===== config.mk =====
export PLATFORM = sky130hd
export DESIGN_NAME = ipml_wr_skid_buf_v1_0_flat
export DESIGN_NICKNAME = d
export VERILOG_FILES = /design/src/rtl/ipml_wr_skid_buf_v1_0_if.sv /design/src/rtl/ipml_wr_skid_buf_v1_0.sv /design/src/flat_wrapper.sv
export SDC_FILE = /design/constraint.sdc
export NUM_CORES = 1
export LEC_CHECK = 0
export CAP_MARGIN = 20
export CORE_ASPECT_RATIO = 0.6
export CORE_MARGIN = 2
export CORE_UTILIZATION = 48
export DETAILED_ROUTE_END_ITERATION = 10
export PLACE_DENSITY = 0.77
export SETUP_SLACK_MARGIN = 0.15
export SLEW_MARGIN = 0
export SYNTH_ARGS = -nofsm -noshare
export SYNTH_HDL_FRONTEND = slang
export SYNTH_SLANG_ARGS = --single-unit

===== constraint.sdc =====
create_clock -name wr_clk -period 3.25 [get_ports wr_clk]
set_clock_uncertainty 0.15 [all_clocks]
set_input_delay 0.65 -clock wr_clk [delete_from_list [all_inputs] [get_ports wr_clk]]
set_output_delay 0.65 -clock wr_clk [all_outputs]
set_load 0.01 [all_outputs]

===== src/rtl/ipml_wr_skid_buf_v1_0_if.sv =====
// ipml_wr_skid_buf_v1_0_if
//   Bundles the upstream valid/ready stream, the FIFO write port and the stall statistics
//   of the ipml write-side skid buffer.
//   Signals:
//     in_data / in_valid / in_ready  upstream stream (in_ready driven by the buffer)
//     wr_data / wr_en / wr_vld       FIFO write port (wr_vld = ~wr_full, driven by the FIFO)
//     stall_clr / stall_cnt          stall counter clear and value
//   Modports:
//     slave   the buffer's view
//     master  the environment's view (upstream producer plus FIFO)
interface ipml_wr_skid_buf_v1_0_if #(
    parameter int unsigned c_WR_DATA_WIDTH = 32,
    parameter int unsigned c_CNT_WIDTH     = 16
) ();
    logic [c_WR_DATA_WIDTH-1:0] in_data;
    logic                       in_valid;
    logic                       in_ready;
    logic [c_WR_DATA_WIDTH-1:0] wr_data;
    logic                       wr_en;
    logic                       wr_vld;
    logic                       stall_clr;
    logic [c_CNT_WIDTH-1:0]     stall_cnt;

    modport slave (
        input  in_data, in_valid, wr_vld, stall_clr,
        output in_ready, wr_data, wr_en, stall_cnt
    );

    modport master (
        output in_data, in_valid, wr_vld, stall_clr,
        input  in_ready, wr_data, wr_en, stall_cnt
    );
endinterface


===== src/rtl/ipml_wr_skid_buf_v1_0.sv =====
// ipml_wr_skid_buf_v1_0
//   Write-side stream adapter in front of an ipml FIFO. Holds up to two beats so that the
//   upstream in_ready is a plain register with no combinational path from the FIFO's wr_vld.
//   Beats accepted at edge N appear on wr_en/wr_data in cycle N+1 (no bypass); order is kept.
//   Ports:
//     wr_clk  single clock
//     wr_rst  asynchronous reset, active high
//     bus     ipml_wr_skid_buf_v1_0_if.slave (stream in, FIFO write port out, stall stats)
//   Configuration:
//     IPML_WR_SKID_STAT_EN  when defined, stall_cnt counts wr_en & ~wr_vld cycles (saturating,
//                           stall_clr has priority); otherwise stall_cnt is 0 and stall_clr unused.
module ipml_wr_skid_buf_v1_0 #(
    parameter int unsigned c_WR_DATA_WIDTH = 32,
    parameter int unsigned c_CNT_WIDTH     = 16
) (
    input  logic                   wr_clk,
    input  logic                   wr_rst,
    ipml_wr_skid_buf_v1_0_if.slave bus
);

    typedef enum logic [1:0] {
        StEmpty = 2'd0,
        StOne   = 2'd1,
        StTwo   = 2'd2
    } state_e;

    state_e                     state_q, state_d;
    logic                       in_ready_q;
    logic                       wr_ptr_q, rd_ptr_q;
    logic [c_WR_DATA_WIDTH-1:0] slot_q [2];

    logic push, pop;

    assign push = bus.in_valid & in_ready_q;
    assign pop  = (state_q != StEmpty) & bus.wr_vld;

    // Occupancy next state
    always_comb begin
        state_d = state_q;
        unique case (state_q)
            StEmpty: begin
                if (push) state_d = StOne;
            end
            StOne: begin
                if (push && !pop)      state_d = StTwo;
                else if (pop && !push) state_d = StEmpty;
            end
            StTwo: begin
                if (pop) state_d = StOne;
            end
            default: state_d = StEmpty;
        endcase
    end

    always_ff @(posedge wr_clk or posedge wr_rst) begin
        if (wr_rst) begin
            state_q    <= StEmpty;
            in_ready_q <= 1'b0;
            wr_ptr_q   <= 1'b0;
            rd_ptr_q   <= 1'b0;
            slot_q[0]  <= '0;
            slot_q[1]  <= '0;
        end else begin
            state_q <= state_d;
            // Registered from the next occupancy so a full buffer never accepts a third beat
            in_ready_q <= (state_d != StTwo);
            if (push) begin
                slot_q[wr_ptr_q] <= bus.in_data;
                wr_ptr_q         <= ~wr_ptr_q;
            end
            if (pop) begin
                rd_ptr_q <= ~rd_ptr_q;
            end
        end
    end

    assign bus.in_ready = in_ready_q;
    assign bus.wr_en    = (state_q != StEmpty);
    assign bus.wr_data  = slot_q[rd_ptr_q];

`ifdef IPML_WR_SKID_STAT_EN
    logic [c_CNT_WIDTH-1:0] stall_q, stall_d;

    always_comb begin
        stall_d = stall_q;
        if (bus.stall_clr) begin
            stall_d = '0;
        end else if (bus.wr_en && !bus.wr_vld && !(&stall_q)) begin
            stall_d = stall_q + c_CNT_WIDTH'(1);
        end
    end

    always_ff @(posedge wr_clk or posedge wr_rst) begin
        if (wr_rst) begin
            stall_q <= '0;
        end else begin
            stall_q <= stall_d;
        end
    end

    assign bus.stall_cnt = stall_q;
`else
    logic unused_stall_clr;
    assign unused_stall_clr = bus.stall_clr;
    assign bus.stall_cnt    = '0;
`endif

endmodule


===== src/flat_wrapper.sv =====
// flat-port wrapper written by rule: the top's interface ports become plain ports
module ipml_wr_skid_buf_v1_0_flat 
#(
    parameter int unsigned c_WR_DATA_WIDTH = 32,
    parameter int unsigned c_CNT_WIDTH     = 16
)
  (wr_clk, wr_rst, bus_in_data, bus_in_valid, bus_wr_vld, bus_stall_clr, bus_in_ready, bus_wr_data, bus_wr_en, bus_stall_cnt);
  ipml_wr_skid_buf_v1_0_if #(.c_WR_DATA_WIDTH(c_WR_DATA_WIDTH), .c_CNT_WIDTH(c_CNT_WIDTH)) bus_i ();
  input  logic wr_clk;
  input  logic wr_rst;
  input wire logic [$bits(bus_i.in_data)-1:0] bus_in_data;
  input wire logic [$bits(bus_i.in_valid)-1:0] bus_in_valid;
  input wire logic [$bits(bus_i.wr_vld)-1:0] bus_wr_vld;
  input wire logic [$bits(bus_i.stall_clr)-1:0] bus_stall_clr;
  output wire logic [$bits(bus_i.in_ready)-1:0] bus_in_ready;
  output wire logic [$bits(bus_i.wr_data)-1:0] bus_wr_data;
  output wire logic [$bits(bus_i.wr_en)-1:0] bus_wr_en;
  output wire logic [$bits(bus_i.stall_cnt)-1:0] bus_stall_cnt;
  assign bus_i.in_data = bus_in_data;
  assign bus_i.in_valid = bus_in_valid;
  assign bus_i.wr_vld = bus_wr_vld;
  assign bus_i.stall_clr = bus_stall_clr;
  assign bus_in_ready = bus_i.in_ready;
  assign bus_wr_data = bus_i.wr_data;
  assign bus_wr_en = bus_i.wr_en;
  assign bus_stall_cnt = bus_i.stall_cnt;
  ipml_wr_skid_buf_v1_0 #(.c_WR_DATA_WIDTH(c_WR_DATA_WIDTH), .c_CNT_WIDTH(c_CNT_WIDTH)) u_core (.wr_clk(wr_clk), .wr_rst(wr_rst), .bus(bus_i));
endmodule

## Word level (Yosys, flattened, before mapping)

Index checks and enable logic that the tools add are counted.

| storage, ports and cells | value |
|---|---|
| register bits after elaboration | 69 |
| output and inout port bits | 50 |
| logic and storage cells | 36 |

| operators by class | value |
|---|---|
| order comparisons | 3 |
| eq/ne operators | 3 |
| multiplexer cells | 11 |
| bitwise operators | 6 |
| reductions and logical operators | 7 |

Operators by type and width:

| kind | number |
|---|---|
| $mux W32 | 4 |
| $bwmux W64 | 1 |
| $demux W32 S1 | 1 |
| $mux W2 | 4 |
| $pmux W2 S3 | 1 |
| $ge A2 B2 Y1 const B | 2 |
| $not A1 Y2 | 2 |
| $logic_and A1 B1 Y1 | 3 |
| $and A1 B1 Y1 | 2 |
| $eq A2 B1 Y1 const B | 1 |
| $eq A2 B2 Y1 const B | 1 |
| $logic_not A1 Y1 | 2 |
| $logic_not A2 Y1 | 1 |
| $lt A2 B1 Y1 const B | 1 |
| $ne A2 B2 Y1 const B | 1 |
| $not A1 Y1 | 2 |
| $reduce_bool A2 Y1 | 1 |

## Logic depth before layout (Yosys ltp)

Gate-level depths: netlist of the first run.

| depth | value |
|---|---|
| depth after elaboration | 7 |
| mapped depth | 5 |

## Worst setup path after synthesis of the first run

No wires, ideal clock.

| timing path | value |
|---|---|
| kind | reg-to-output |
| start | register u_core.rd_ptr_q |
| end | output bus_wr_data[22] |
| data arrival time | 1.104 ns |
| data required time | 2.450 ns |
| path slack | 1.346 ns |
| stages on the path, launching flop included | 4 |
| path buffers | 2 |
| cell sequence | dfrtp_1 clkbuf_1 buf_2 mux2_2 |

| on the way | value |
|---|---|
| word-level cells in the longest chain between the ends | 4 |

RTL lines:

| what | line | text |
|---|---|---|
| start: declaration | ipml_wr_skid_buf_v1_0.sv:29 | `logic wr_ptr_q, rd_ptr_q;` |
| start signal: assignment | ipml_wr_skid_buf_v1_0.sv:72 | `rd_ptr_q <= ~rd_ptr_q;` |
| $not A1 Y2 (not written as such) | ipml_wr_skid_buf_v1_0.sv:79 | `assign bus.wr_data = slot_q[rd_ptr_q];` |
| $mux W32 (not written as such) (3 in a row) | ipml_wr_skid_buf_v1_0.sv:79 |  |
| end: declaration | flat_wrapper.sv:16 | `output wire logic [$bits(bus_i.wr_data)-1:0] bus_wr_data;` |

Every way passes these cells. The select of a mux whose other input is x is not followed.

## Worst setup path after layout of the first run

| timing path | value |
|---|---|
| start | register u_core.rd_ptr_q |
| end | output bus_wr_data[15] |

Same word-level chain as after synthesis.

==> results of run 1 <==
[worst max-delay path: stages, from the launching register on]
cell and delay [ns]:
dfrtp_1 0.58, buf_4 0.30, mux2_2 0.37, clkdlybuf4s50_1 0.50
[Yosys cell counts, types with 2 or more instances]
cell | instances | area [um2]
buf_12 | 3 | 60.1
mux2_2 | 67 | 754
mux2_4 | 29 | 435
buf_2 | 6 | 30.0
nand2b_1 | 2 | 12.5
buf_4 | 16 | 120
dfrtp_1 | 69 | 1730
inv_1 | 3 | 11.3
nand2_1 | 3 | 11.3
[layout make-up]
type	count	area share (%)
inverters	3	0.263
well taps	87	2.54
flip-flops and latches	69	40.3
repair buffers	78	18.3
clock buffers	11	5.89
clock inverters	5	1.37
multi-input cells	127	31.4
[flip-flops by register name, summed over array words and instances, names as in the netlist]
name                 flops
u_core.state_q           2
u_core.rd_ptr_q          1
u_core.slot_q           64
u_core.wr_ptr_q          1
u_core.bus.in_ready      1
[stage by stage]
stage	setup slack [ns]	area, um2	hold slack (ns)
6_report	0.378	4290	0.350
3_3_place_gp	0.629	3980	0.331
2_1_floorplan	0.710	3310	0.308
5_1_grt	0.303	4290	0.366
3_5_place_dp	0.604	3980	0.337
4_1_cts	0.355	4290	0.351
[logic make-up after synthesis]
group,after synthesis,synth area share [%]
flip-flops,69,53.1
other,1,0.115
AO/OA/AOI/OAI,3,0.616
buffers and inverters,30,7.28
XOR/XNOR,1,0.270
multiplexers,96,36.6
AND/OR/NAND/NOR,11,1.96
[how the worst max path moves through the flow]
stage | cells past startpoint | to | slack, ns
after floorplan | 1 | u_core.bus.in_ready | 0.71
after global placement | 5 | u_core.slot_q[50] | 0.63
after detailed placement | 5 | u_core.slot_q[52] | 0.60
after CTS | 3 | bus_wr_data[15] | 0.36
after global routing | 3 | bus_wr_data[15] | 0.30
final | 3 | bus_wr_data[15] | 0.38
[routing by layer]
metal	vias up	global-route usage [%]
met5	-	0
met4	0	6.09
met3	6	7.92
met2	58	27.4
li1	859	-
met1	937	24.2
[report_power, final]
group,internal [mW],switching (mW)
sequential,1.29,0.249
clock,0.635,0.356
combinational,1.36,0.703
==> flow_summary_export.csv, run 1 <==
group,metric,value,unit
logic_synthesis,yosysWarnings,0,
hold_path,hp-class,"reg2reg",
floorplanning,ios,87,
timing,worst_slew_pin_slew,0.602,ns
critical_path,cp-end-kind,"output pin",
detailed_routing,met3_length,439,um
floorplanning,die_h,67.7,um
detailed_routing,wl,6230,um
logic_synthesis,synth-seq-cells,69,
critical_path,regToRegSetupSlack,1.39,ns
critical_path,cp_data_arrival_time,2.07,ns
detailed_routing,wirelength_met1,2950,um
floorplanning,std_cell_rows,23,
placement,gp_congestion,0.713,
final_layout,fillers,512,
detailed_routing,wl_per_cell,16.4,um
logic_synthesis,synth-async-reset-ratio,100,%
timing,finalMaxSlewViolations,0,
timing,setup_viol,0,
timing,setup_tns,0,ns
logic_synthesis,synth_cell_types,22,
power_and_ir_drop,irDropWorstVdd,0.500,mV
detailed_routing,drt-initial-drc-count,52,
final_layout,n_antenna_cell,0,
clock_tree,hold_buffers,0,
timing,rsz0062_at_grt,"no",
clock_tree,cts_made_buffers,9,
placement,dpl.cell_count,364,
critical_path,path_max_fanout,11,
detailed_routing,highest_layer,"met4",
timing,layout_min_cycle_time,2.87,ns
logic_synthesis,synth-edff-count,0,
final_layout,regArea,0.00173,mm2
floorplanning,dieArea,0.00747,mm2
global_route,overflow,0,
clock_tree,cts_setup_buffers,0,
timing,fin_crit_sh,88.4,%
final_layout,multi_input_comb_area,0.00135,mm2
clock_tree,clkSinkCount,69,
power_and_ir_drop,power_leakage,1.91,nW
outcome,status,"finished, final reports clean",
clock_tree,root_buffer,"clkbuf_16",
timing,max_slew_margin,59.8,%
power_and_ir_drop,total_power,4.59,mW
detailed_routing,dr.pass1.iters,4,
detailed_routing,post-route-drc-count,0,
clock_tree,cts_tree,"built",
final_layout,nets,325,
logic_synthesis,synth_seq_area_share,53.1,%
floorplanning,die_w,110,um
clock_tree,clk_latency,0.32,ns
detailed_routing,avgViaCountPerCell,4.89,
global_route,grt_max_degree,29,
hold_path,hold_start,"u_core.slot_q[29]",
final_layout,fin_util,64.8,%
flow_run,maxCapViolCount,0,
floorplanning,start_util,49.1,%
critical_path,critPathKind,"reg2out",
logic_synthesis,synthCells,211,
logic_synthesis,synth_area_per_cell,15.4,um2
critical_path,reg2reg_from,"u_core.bus.in_ready",
final_layout,final_cell_mix,"69 x clkdlybuf4s50_1, 69 x dfrtp_1, 67 x mux2_2",
final_layout,drive_gt1_share,43.0,%
timing,fmax,348,MHz
global_route,track_usage,18.4,%
clock_tree,htree_levels,3,
critical_path,start_kind,"flop",
hold_path,worstHoldEndpoint,"u_core.slot_q[29]",
logic_synthesis,netlist_area,0.00325,mm2
placement,dp_hpwl,4340,um
logic_synthesis,ys.flop_type,"dfrtp_1",
placement,numPortBuffers,69,
detailed_routing,antenna_left,0,
detailed_routing,vias,1860,
global_route,antenna_found_initial,0,
critical_path,cp.required,2.45,ns
timing,finalHoldViolCount,0,
critical_path,crit_start,"u_core.rd_ptr_q",
hold_path,min_path_cells,1,
critical_path,ff2ff_path_depth,4,
detailed_routing,wl_met2,2780,um
power_and_ir_drop,power.density,1070,mW/mm2
final_layout,stdcell_count,380,
global_route,first_global_vias,1929,
critical_path,r2r_end,"u_core.slot_q[57]",
clock_tree,ctsResizeCount,0,
floorplanning,core,0.00662,mm2
clock_tree,clockBufferDepth,2,
final_layout,synthToLayoutAreaGrowth,32.0,%
global_route,grt_pass1_wl,9820,um
clock_tree,clk_pin_slew,0.06,ns
No activity file was read; power rests on OpenSTA's default activity.
==> run 2, diff against run 1 <==
--- a/config.mk
+++ b/config.mk
@@ -8,9 +8,10 @@
 export CAP_MARGIN = 20
 export CORE_ASPECT_RATIO = 0.6
 export CORE_MARGIN = 2
-export CORE_UTILIZATION = 48
+export CORE_UTILIZATION = 35
+export CTS_CLUSTER_DIAMETER = 150
 export DETAILED_ROUTE_END_ITERATION = 10
-export PLACE_DENSITY = 0.77
+export PLACE_DENSITY = 0.59
 export SETUP_SLACK_MARGIN = 0.15
 export SLEW_MARGIN = 0
 export SYNTH_ARGS = -nofsm -noshare
==> flow_summary_export.csv, run 2 (same netlist as run 1, synthesis figures left out) <==
group,metric,value,unit
critical_path,path_max_fanout,18,
critical_path,slowest_stage,"clkdlybuf4s50_1",
final_layout,top_register,"u_core.slot_q",
critical_path,critPathKind,"reg2out",
detailed_routing,drt-initial-drc-count,47,
timing,fmax,380,MHz
timing,setup_tns,0,ns
clock_tree,hold_buffers,0,
power_and_ir_drop,power.density,1060,mW/mm2
hold_path,min_path_cells,1,
hold_path,hp-class,"reg2reg",
placement,gp_congestion,0.669,
floorplanning,dieArea,0.0101,mm2
power_and_ir_drop,power_leakage,1.91,nW
clock_tree,root_buffer,"clkbuf_16",
detailed_routing,post-route-drc-count,0,
placement,placed_area,0.00399,mm2
clock_tree,ctsResizeCount,0,
global_route,grtUsageMet1,18.2,%
timing,max_slew_margin,59.0,%
detailed_routing,vias,1817,
timing,finalMaxSlewViolations,0,
final_layout,fillers,830,
floorplanning,ios,87,
final_layout,fin_area,0.00431,mm2
critical_path,cp.required,2.45,ns
floorplanning,start_util,35.8,%
global_route,grtUsageMet2,18.4,%
critical_path,cp.depth,3,
clock_tree,clk_pin_slew,0.05,ns
critical_path,cp_data_arrival_time,1.83,ns
global_route,overflow,0,
clock_tree,clockBufferDepth,2,
clock_tree,cts_setup_buffers,0,
timing,worst_slew_pin_slew,0.615,ns
floorplanning,std_cell_rows,27,
final_layout,synthToLayoutAreaGrowth,32.5,%
global_route,antenna_found_initial,0,
global_route,grt_max_degree,43,
critical_path,cp_slowest_stage_delay,0.50,ns
power_and_ir_drop,irDropWorstVdd,0.363,mV
clock_tree,cts_tree,"built",
clock_tree,htree_levels,3,
timing,layout_setup_ws,0.622,ns
detailed_routing,avgViaCountPerCell,4.49,
global_route,met3_usage,6.95,%
detailed_routing,dr.pass1.iters,4,
final_layout,largest_register_ffs,64,
detailed_routing,wl,6220,um
placement,numPortBuffers,69,
critical_path,path_cells,"buf_4 > mux2_2 > clkdlybuf4s50_1",
timing,layout_min_cycle_time,2.63,ns
floorplanning,die_h,78.6,um
flow_run,maxCapViolCount,0,
clock_tree,clk_latency,0.33,ns
final_layout,n_antenna_cell,0,
detailed_routing,wl_per_cell,15.3,um
critical_path,critical_path_buf_inv_count,2,
timing,setup_viol,0,
global_route,track_usage,13.6,%
final_layout,drive_gt1_share,42.2,%
final_layout,final_cell_mix,"69 x clkdlybuf4s50_1, 69 x dfrtp_1, 67 x mux2_2",
timing,rsz0062_at_grt,"no",
clock_tree,clkSinkCount,69,
global_route,grt_busiest_layer,"met2",
timing,finalHoldViolCount,0,
placement,dp_hpwl,4050,um
global_route,first_global_vias,1967,
floorplanning,core,0.00909,mm2
detailed_routing,antenna_left,0,
timing,fin_crit_sh,80.9,%
critical_path,cp_top_family,"buffers and inverters",
critical_path,start_kind,"flop",
final_layout,top_regs,"u_core.slot_q (64), u_core.state_q (2)",
critical_path,ff2ff_path_depth,3,
outcome,status,"finished, final reports clean",
global_route,grt_pass1_wl,10100,um
critical_path,cp-end-kind,"output pin",
final_layout,nets,322,
floorplanning,die_w,128,um
clock_tree,cts_made_buffers,9,
placement,post-place-ws,0.776,ns
-- run 2: changes by cell type in the layout (fill, tap and decap cells not counted), sizes merged --
cell / delta
bufinv: +1
clkinvlp: -2
buf: -3
clkinv: +1
clkbuf: -1
-- run 2: power by group --
| group | total (mW) | internal [mW] | switching, mW |
|---|---|---|---|
| Combinational | 2.05 | 1.35 | 0.703 |
| Sequential | 1.50 | 1.29 | 0.214 |
| Clock | 1.03 | 0.683 | 0.349 |
| Total | 4.58 | 3.32 | 1.27 |
-- run 2: metal layers --
metal,up-vias,wire length (um)
met4,0,95
met5,-,0
li1,854,-
met1,893,3100
met3,11,489
met2,59,2530
-- run 2: final cells by class --
type	count	area, um2	share of cell area (%)
inverter	3	11.3	0.262
multi-input combinational	127	1350	31.3
clock buffer	10	239	5.55
tap	116	145	3.37
timing repair buffer	75	761	17.7
sequential	69	1730	40.1
clock inverter	5	75.1	1.74
-- run 2: worst paths after layout --
kind / slack (ns) / start / endpoint
min in group asynchronous: 0.57 / wr_rst / u_core.slot_q[50]
max in group asynchronous: 1.75 / wr_rst / u_core.slot_q[33]
worst min-delay path: 0.35 / u_core.slot_q[11] / u_core.slot_q[11]
worst max-delay path: 0.62 / u_core.rd_ptr_q / bus_wr_data[22]
worst max register to register: 1.55 / u_core.bus.in_ready / u_core.slot_q[3]
worst min register to register: 0.35 / u_core.slot_q[11] / u_core.slot_q[11]
-- run 2: per-stage QoR --
stage                     hold slack [ns]  utilization (%)  power [mW]  cells
after floorplan                     0.308                -        2.77    226
after global placement              0.331             43.9        3.55    390
after detailed placement            0.338             43.9        3.58    390
after CTS                           0.351             47.4        4.66    405
after global routing                0.371             47.4        4.89    405
final                               0.346             47.4        4.58    405
==> run 3, diff against run 2 <==
==> constraint.sdc (replaced) <==
create_clock -name wr_clk -period 2.67 [get_ports wr_clk]
set_clock_uncertainty 0.15 [all_clocks]
set_input_delay 0.534 -clock wr_clk [delete_from_list [all_inputs] [get_ports wr_clk]]
set_output_delay 0.534 -clock wr_clk [all_outputs]
set_load 0.01 [all_outputs]
==> flow_summary_export.csv, run 3 (same netlist as run 1, synthesis figures left out) <==
group,metric,value,unit
critical_path,regToRegSetupSlack,1.01,ns
final_layout,largest_register_ffs,64,
final_layout,top_regs,"u_core.slot_q (64), u_core.state_q (2)",
timing,finalHoldViolCount,0,
floorplanning,core,0.00909,mm2
placement,dpl.cell_count,390,
timing,rsz0062_at_grt,"no",
floorplanning,die_w,128,um
placement,placed_area,0.00399,mm2
global_route,grt_max_degree,70,
detailed_routing,dr.pass1.iters,4,
placement,numPortBuffers,69,
critical_path,critPathKind,"reg2out",
final_layout,n_antenna_cell,0,
detailed_routing,vias,1825,
global_route,grt_pass1_wl,10500,um
final_layout,final_cell_mix,"69 x clkdlybuf4s50_1, 68 x dfrtp_1, 67 x mux2_2",
power_and_ir_drop,power.density,1280,mW/mm2
final_layout,synthToLayoutAreaGrowth,32.2,%
outcome,status,"finished, final reports clean",
clock_tree,htree_levels,3,
detailed_routing,wl,6270,um
floorplanning,std_cell_rows,27,
clock_tree,clkSinkCount,69,
floorplanning,die_h,78.6,um
timing,fmax,410,MHz
clock_tree,clockBufferDepth,2,
global_route,overflow,0,
timing,layout_setup_ws,0.229,ns
power_and_ir_drop,switching_share,28.0,%
floorplanning,ios,87,
final_layout,drive_gt1_share,41.9,%
power_and_ir_drop,p_seq_share,33.5,%
clock_tree,clk_latency,0.32,ns
global_route,antenna_found_initial,0,
global_route,track_usage,13.8,%
final_layout,fin_area,0.00430,mm2
placement,gp_congestion,0.680,
detailed_routing,drt-initial-drc-count,47,
timing,setup_viol,0,
final_layout,fillers,816,
floorplanning,dieArea,0.0101,mm2
timing,layout_min_cycle_time,2.44,ns
detailed_routing,wl_per_cell,15.5,um
critical_path,cp.required,1.99,ns
floorplanning,start_util,35.8,%
final_layout,fin_util,47.3,%
flow_run,maxCapViolCount,0,
clock_tree,hold_buffers,0,
detailed_routing,post-route-drc-count,0,
final_layout,stdcell_count,405,
clock_tree,clk_pin_slew,0.05,ns
final_layout,top_register,"u_core.slot_q",
final_layout,nets,322,
power_and_ir_drop,p_comb_share,46.3,%
clock_tree,cts_made_buffers,9,
power_and_ir_drop,internal_power,3.95,mW
critical_path,cp_data_arrival_time,1.76,ns
global_route,first_global_vias,2002,
hold_path,hold_start,"u_core.slot_q[13]",
placement,dp_hpwl,3980,um
timing,setup_tns,0,ns
power_and_ir_drop,power_leakage,1.90,nW
clock_tree,root_buffer,"clkbuf_16",
placement,post-place-ws,0.331,ns
detailed_routing,antenna_left,0,
critical_path,path_max_fanout,18,
critical_path,reg2reg_from,"u_core.bus.in_ready",
critical_path,cp-end-kind,"output pin",
clock_tree,cts_tree,"built",
power_and_ir_drop,pwr-share-clk,20.1,%
power_and_ir_drop,irDropWorstVdd,0.508,mV
power_and_ir_drop,switchingPower,1.54,mW
critical_path,crit_start,"u_core.rd_ptr_q",
timing,finalMaxSlewViolations,0,
hold_path,hp-class,"reg2reg",
critical_path,start_kind,"flop",
final_layout,final_common_cell,"clkdlybuf4s50_1",
timing,fin_crit_sh,91.4,%
detailed_routing,avgViaCountPerCell,4.51,
## run 3: cell count changes in the layout (fill, tap and decap cells not counted), sizes merged
cell    change
bufinv      -2
clkbuf      +4
clkinv      -2
## run 3: timing repair
item,in CTS,in global routing
gates resized for setup,1,6
setup buffers,0,0
setup endpoints to repair,6,17
## run 3: layer usage
| layer | vias to the layer above | track usage, % | routed length [um] |
|---|---|---|---|
| li1 | 855 | - | - |
| met1 | 906 | 18.7 | 3160 |
| met2 | 56 | 19.3 | 2550 |
| met3 | 8 | 6.27 | 488 |
| met4 | 0 | 4.95 | 72 |
| met5 | - | 0 | 0 |
## run 3: worst paths after layout
path	endpoint	cells after the start
worst max-delay path	bus_wr_data[22]	3
worst min-delay path	u_core.slot_q[13]	1
worst max register to register	u_core.slot_q[59]	4
worst min register to register	u_core.slot_q[13]	1
max in group asynchronous	u_core.rd_ptr_q	3
min in group asynchronous	u_core.slot_q[52]	3
## run 3: power groups by stage
| stage | Clock [mW] | Sequential [mW] | Combinational (mW) |
|---|---|---|---|
| finish | 1.11 | 1.84 | 2.54 |
| detailed placement | 0 | 1.83 | 2.52 |
| CTS | 1.15 | 1.83 | 2.55 |
| floorplan | 0 | 1.75 | 1.61 |
| global route | 1.20 | 1.91 | 2.73 |
| global placement | 0 | 1.82 | 2.50 |
## run 3: through the flow
| step | hold WS (ns) | power [mW] |
|---|---|---|
| 6_report | 0.347 | 5.49 |
| 5_1_grt | 0.365 | 5.85 |
| 4_1_cts | 0.351 | 5.53 |
| 3_5_place_dp | 0.338 | 4.35 |
| 3_3_place_gp | 0.331 | 4.32 |
| 2_1_floorplan | 0.308 | 3.37 |
## run 3: cell type report
cell class,instances,area [um2],area share (%)
sequential,69,1730,40.2
multi-input combinational,127,1350,31.4
timing repair buffer,75,786,18.3
clock buffer,14,274,6.38
tap,116,145,3.38
inverter,3,11.3,0.262
clock inverter,1,5.00,0.116
## run 3: worst max-delay path, stage by stage, from the launching register on
cell             delay [ns]
dfrtp_2                0.41
buf_12                 0.18
mux2_2                 0.34
clkdlybuf4s50_1        0.50
